[src/rtl/instr_fetch_sequencer.sv]
// instr_fetch_sequencer: fetches 16/32-bit instructions over a 16-bit memory port and issues them to the decoder
module instr_fetch_sequencer #(
  parameter int PC_WIDTH = 24,
  parameter logic [PC_WIDTH-1:0] RESET_PC = '0
) (
  input  logic                clk,
  input  logic                rst,
  output logic                imem_req,
  output logic [PC_WIDTH-1:0] imem_addr,
  input  logic                imem_ack,
  input  logic [15:0]         imem_data,
  output logic                dec_valid,
  input  logic                dec_ready,
  output logic [31:0]         dec_instr,
  output logic                dec_is32,
  output logic [PC_WIDTH-1:0] dec_pc,
  input  logic                redirect,
  input  logic [PC_WIDTH-1:0] redirect_pc,
  output logic [15:0]         issue_count
);
  typedef enum logic [1:0] {FLUSH, FETCH_LO, FETCH_HI, ISSUE} state_t;
  state_t state, state_nxt;
  logic [PC_WIDTH-1:0] pc;
  logic fetching, take;
  assign fetching  = state == FETCH_LO || state == FETCH_HI;
  assign take      = fetching && imem_ack && !redirect;
  assign imem_req  = fetching;
  assign imem_addr = pc;
  assign dec_valid = state == ISSUE;
  // next state: a redirect beats acks and handshakes in every state
  always_comb begin
    state_nxt = state;
    if (redirect) state_nxt = FLUSH;
    else case (state)
      FLUSH:    state_nxt = FETCH_LO;
      FETCH_LO: state_nxt = imem_ack ? (imem_data[15] ? FETCH_HI : ISSUE) : FETCH_LO;
      FETCH_HI: state_nxt = imem_ack ? ISSUE : FETCH_HI;
      default:  state_nxt = dec_ready ? FETCH_LO : ISSUE;
    endcase
  end
  // state register
  always_ff @(posedge clk or posedge rst)
    if (rst) state <= FLUSH;
    else state <= state_nxt;
  // pc, instruction assembly and accepted-instruction counter
  always_ff @(posedge clk or posedge rst) begin
    if (rst) begin
      pc          <= RESET_PC;
      dec_instr   <= '0;
      dec_is32    <= 1'b0;
      dec_pc      <= '0;
      issue_count <= '0;
    end else if (redirect) pc <= redirect_pc;
    else if (take) begin
      pc <= pc + 1'b1;
      if (state == FETCH_LO) begin
        dec_pc          <= pc;
        dec_instr[15:0] <= imem_data;
        if (!imem_data[15]) begin
          dec_instr[31:16] <= '0;
          dec_is32         <= 1'b0;
        end
      end else begin
        dec_instr[31:16] <= imem_data;
        dec_is32         <= 1'b1;
      end
    end else if (dec_valid && dec_ready) issue_count <= issue_count + 16'd1;
  end
endmodule

[config.mk]
export PLATFORM = sky130hd
export DESIGN_NAME = instr_fetch_sequencer
export DESIGN_NICKNAME = d
export VERILOG_FILES = /design/src/rtl/instr_fetch_sequencer.sv
export SDC_FILE = /design/constraint.sdc
export NUM_CORES = 1
export LEC_CHECK = 0
export CAP_MARGIN = 30
export CORE_MARGIN = 1
export CORE_UTILIZATION = 38
export CTS_CLUSTER_DIAMETER = 80
export DETAILED_ROUTE_END_ITERATION = 10
export GPL_TIMING_DRIVEN = 0
export PLACE_DENSITY_LB_ADDON = 0.05
export SETUP_SLACK_MARGIN = 0.15
export SLEW_MARGIN = 20
export SYNTH_ARGS = -nofsm -noshare
export SYNTH_HDL_FRONTEND = slang
export SYNTH_SLANG_ARGS = --single-unit
[constraint.sdc]
create_clock -name clk -period 3.38 [get_ports clk]
set_input_delay 0.507 -clock clk [delete_from_list [all_inputs] [get_ports clk]]
set_output_delay 0.507 -clock clk [all_outputs]
set_load 0.05 [all_outputs]
# After elaboration in Yosys (flattened, before gate mapping)
# Cells that the tools add are included.
op_classes:
  n_addsub: 2
  multipliers: 0
  n_div: 0
  magnitude_cmp: 0
  n_eq_ne: 4
  n_shift: 0
  n_mux: 12
  n_bitwise: 2
  n_reduce_logical: 10
ops:
  columns: ["op", "n"]
  rows:
  - ["24-bit two-way mux", 2]
  - ["16-bit two-way mux", 2]
  - ["24-bit by 1-bit adder with 24-bit output, second input constant", 1]
  - ["16-bit by 1-bit adder with 16-bit output, second input constant", 1]
  - ["3-bit AND reduction", 3]
  - ["2-bit two-way mux", 3]
  - ["2-bit one-hot mux with 3 select lines", 1]
  - ["2-bit == test, second input constant", 2]
  - ["1-bit two-way mux", 4]
  - ["1-bit logical AND", 3]
  - ["2-bit by 1-bit == test with 1-bit output, second input constant", 1]
  - ["2-bit logical NOT", 1]
  - ["2-bit inequality test, second input constant", 1]
  - ["1-bit inverter", 2]
  - ["2-bit nonzero test", 1]
  - ["1-bit logical NOT", 1]
  - ["1-bit logical OR", 1]
totals:
  register_bits: 99
  latch_bits: 0
  mem_bits_rw: 0
  mem_bits_ro: 0
  input_bits: 45
  out_inout_bits: 99
  memories: 0

# Depth between registers and ports, before layout
depth:
  word_depth: 6
  mapped_depth: 7
  mapped_depth_nobuf: 6

# Worst setup path before layout
# OpenSTA, ideal clock, no wires.
synth_timing:
  path_type: "register to register"
  startpoint: "register state[0]"
  endpoint: "register dec_instr[16]"
  arrival_time_ns: 2.302
  required_time_ns: 3.313
  path_slack_ns: 1.011
  path_stages_with_launch: 7
  period_less_slack_ns: 2.369
  cell_sequence: "dfrtp_1 > inv_1 > ha_1 > nand2_1 > nor3_1 > clkbuf_1 > a22o_1"
synth_via:
  elab_chain_len: 5
  word_cells_on_any_way: 8
synth_lines:
  columns: ["element", "line_no", "source"]
  rows:
  - ["from (decl)", "22", "state_t state, state_nxt;"]
  - ["from (signal assigned)", "44", "else state <= state_nxt;"]
  - ["2-bit by 1-bit == test with 1-bit output / 2-bit == test (equally long branches)", "25", "assign fetching = state == FETCH_LO || state == FETCH_HI;"]
  - ["1-bit logical OR (*)", "25", null]
  - ["net imem_req", "8", "output logic imem_req,"]
  - ["1-bit logical AND (*) (2 in a row)", "26", "assign take = fetching && imem_ack && !redirect;"]
  - ["3-bit AND reduction (no line) (*)", null, null]
  - ["to (signal assigned)", "64", "dec_instr[31:16] <= imem_data;"]
  - ["to (decl)", "14", "output logic [31:0] dec_instr,"]
# Mark *: on every way through the listed nets, which the timed path passes. The rest lies on a longest branch.
# A chain may end at the register's enable or synchronous reset.

# Final worst setup path
layout_timing:
  startpoint: "register state[0]"
  endpoint: "output port imem_req"
layout_via:
  elab_chain_len: 2
  word_cells_on_any_way: 3
layout_lines:
  columns: ["element", "line_no"]
  rows:
  - ["2-bit by 1-bit == test with 1-bit output / 2-bit == test (equally long branches)", "25"]
  - ["1-bit logical OR (*)", "25"]
  - ["to (decl)", "8"]
# Mark *: on every way between the ends. The rest lies on a longest branch, timed or not.

==> impl_metrics.ini <==
[placed_design]
place_hpwl_um = 8010
place_congestion = 0.779
dpl_cell_area_um2 = 5990
numPortBuffers = 142
dp.cells = 654

[route]
ant_nets = 0
drt_iter0_drc = 158
wl_um = 11300
num_vias = 3469
wl_per_cell_um = 16.8
drc = 0
dr.pass1.iters = 4
via_per_inst = 5.19

[global_route]
grt_pass1_vias = 3493
grt_pass1_wl_um = 17900
grt_max_degree = 55
overflow = 0
antenna_found_initial = 0
grtUsageTotal = 0.201

[critical_path]
reg2reg_to = issue_count[14]$_DFFE_PP0P_
r2r_setup_slack_ns = 0.97
worst-path-max-fanout = 7
worstSetupEndpointType = output pin
cp_data_required_time_ns = 2.87
worstSetupStartpointType = register
worstRegToRegCells = 6
arrival_ns = 2.07
critPathKind = register to output pin
r2r_start = state[0]$_DFF_PP0_

[power]
p_leak_nw = 2.67
swShare = 0.434
pwr-share-comb = 0.486
clock_power_share = 0.186
internal_power_mw = 3.08
sequentialPowerShare = 0.328
switching_power_mw = 2.36
powerDensity_nw_per_um2 = 867
vdd_drop_max_uv = 604

[synth]
synth_ff_type = dfrtp_1
synth_cell_type_count = 35
syn_inst = 370
yosysWarnings = 0
yosysMostFrequentCell = dfrtp_1
synth_common_cells = dfrtp_1 (99), mux2_2 (41), nand2_1 (37)
syn_area_um2 = 4360
postSynth.asyncResetShare = 1.00
synth_seq_cells = 99
synth_top_area_frac = 0.569
synth_top_cell_by_area = dfrtp_1
synth.net_count = 422
synth.yosys.seq_area_share = 0.569
synthTopCellsByArea = dfrtp_1 (57%), mux2_2 (11%), nand2_1 (3.2%)
synth_edf_count = 0
syn_area_per_cell_um2 = 11.8

[finish]
fillers = 960
nNetsFinal = 577
fin_area_um2 = 6270
antenna_cells = 0
multi_input_area_um2 = 1780
seq_area_um2 = 2480
drive_above_1_share = 0.114
syn_to_final_growth_pct = 44.0
fin_cells = 668

[clocking]
cts.path.max_buffers = 2
cts.sinks = 99
post_cts_buffers = 0
cts_buffers = 9
tritoncts = built
ctsRootBufferMaster = clkbuf_16
clkLatencyLatePin_ns = 0.35
path_clk_slew_ns = 0.07
ctsResizeCount = 0
postCtsHoldBufs = 0
h-tree-depth = 3

[timing]
worst_pin_slew_ns = 0.666
rsz0062_at_grt = no
finalClockSkew_ns = 0.00755
slew_headroom = 0.556
fin_crit_ns = 2.58
clock.fmax_mhz = 388
hold_viol = 0
finalSetupViolCount = 0
drv_slew = 0
min_period_over_period = 0.763

[die]
core_area_um2 = 11000
die_y_um = 109
dieArea_um2 = 11900
start_util = 0.397
io_pins = 144
die_x_um = 109
rows = 38

[hold_path]
holdCritPathClass = register to register
hp-start = issue_count[15]$_DFFE_PP0P_
hold_path_depth = 1
min_to = issue_count[15]$_DFFE_PP0P_

[outcome]
status = complete, no violations

[job]
drv_cap = 0
==> how the worst max path moves through the flow <==
stage	start	to	slack (ns)
finish	state[0]$_DFF_PP0_	imem_req	0.80
global placement	rst	dec_pc[17]$_DFFE_PP0P_	-1.39
detailed placement	redirect	dec_pc[4]$_DFFE_PP0P_	0.55
floorplan	rst	dec_instr[0]$_DFFE_PP0P_	0.28
CTS	state[0]$_DFF_PP0_	imem_req	0.76
global route	state[0]$_DFF_PP0_	imem_req	0.72
==> sequential cells by signal (all words and copies together) (netlist names) <==
signal       cells
dec_instr       32
dec_is32         1
dec_pc          24
imem_addr       24
issue_count     16
state            2
==> area by class of cell <==
| class | count | share of cell area |
|---|---|---|
| clock inverters | 3 | 0.00638 |
| inverters | 9 | 0.00618 |
| well taps | 140 | 0.0279 |
| plain buffers | 16 | 0.0108 |
| clock buffers | 11 | 0.0387 |
| multi-input cells | 246 | 0.283 |
| flip-flops and latches | 99 | 0.395 |
| repair buffers | 144 | 0.232 |
==> per-layer routing <==
metal | track usage | part of all wire
met3 | 0.0460 | 0.053
met1 | 0.259 | 0.45
met5 | 0 | 0
met4 | 0.0898 | 0.016
met2 | 0.322 | 0.49
==> placed cells by master, fill, tap and decap left out, drive strengths merged, types with 2 or more instances in the layout <==
| cell type | count |
|---|---|
| nand3 | 22 |
| clkdlybuf4s50 | 142 |
| buf | 3 |
| o211ai | 4 |
| a22o | 15 |
| xor2 | 14 |
| clkinv | 2 |
| and2 | 2 |
| a211oi | 3 |
| nand4 | 11 |
| xnor2 | 13 |
| or4 | 10 |
| o21ai | 13 |
| dfrtp | 99 |
| mux2 | 41 |
| nand2 | 37 |
| ha | 7 |
| o31ai | 5 |
| and4 | 3 |
| nor2 | 13 |
| inv | 9 |
| a31oi | 5 |
| nor4 | 8 |
| nor3 | 4 |
| and3 | 6 |
| clkbuf | 26 |
| a311o | 2 |
==> metrics by stage <==
step / power (mW) / hold slack (ns) / TNS [ns] / utilization / setup slack, ns
6_report: 5.44 / 0.473 / 0 / 0.571 / 0.801
5_1_grt: 5.67 / 0.506 / 0 / 0.571 / 0.718
4_1_cts: 5.49 / 0.475 / 0 / 0.571 / 0.761
3_5_place_dp: 4.47 / 0.467 / 0 / 0.545 / 0.545
3_3_place_gp: 4.42 / 0.456 / -136.76 / 0.542 / -1.39
2_1_floorplan: 3.51 / 0.606 / 0 / - / 0.283
==> power by group through the flow <==
stage / combinational [mW] / clock [mW] / sequential, mW
after floorplan: 0.440 / 0 / 3.07
after global placement: 2.64 / 0 / 1.79
after CTS: 2.67 / 1.03 / 1.79
after global routing: 2.76 / 1.08 / 1.83
after detailed placement: 2.66 / 0 / 1.81
final: 2.64 / 1.01 / 1.78
==> worst max-delay path: stages, from the launching register on <==
cell	delay [ns]
dfrtp_1	0.40
inv_1	0.09
ha_1	0.39
clkdlybuf4s50_1	0.85
==> cells by family (layout without fill, tap and decap cells) <==
family / after synthesis / in the layout / share of synthesized area
fa+ha+maj: 7 / 7 / 0.0201
xor+xnor: 27 / 27 / 0.0543
flops: 99 / 99 / 0.569
mux: 42 / 42 / 0.108
compound gates: 51 / 51 / 0.0839
simple gates: 119 / 119 / 0.142
buf+inv: 25 / 183 / 0.0233
No activity file was read; power rests on OpenSTA's default activity.
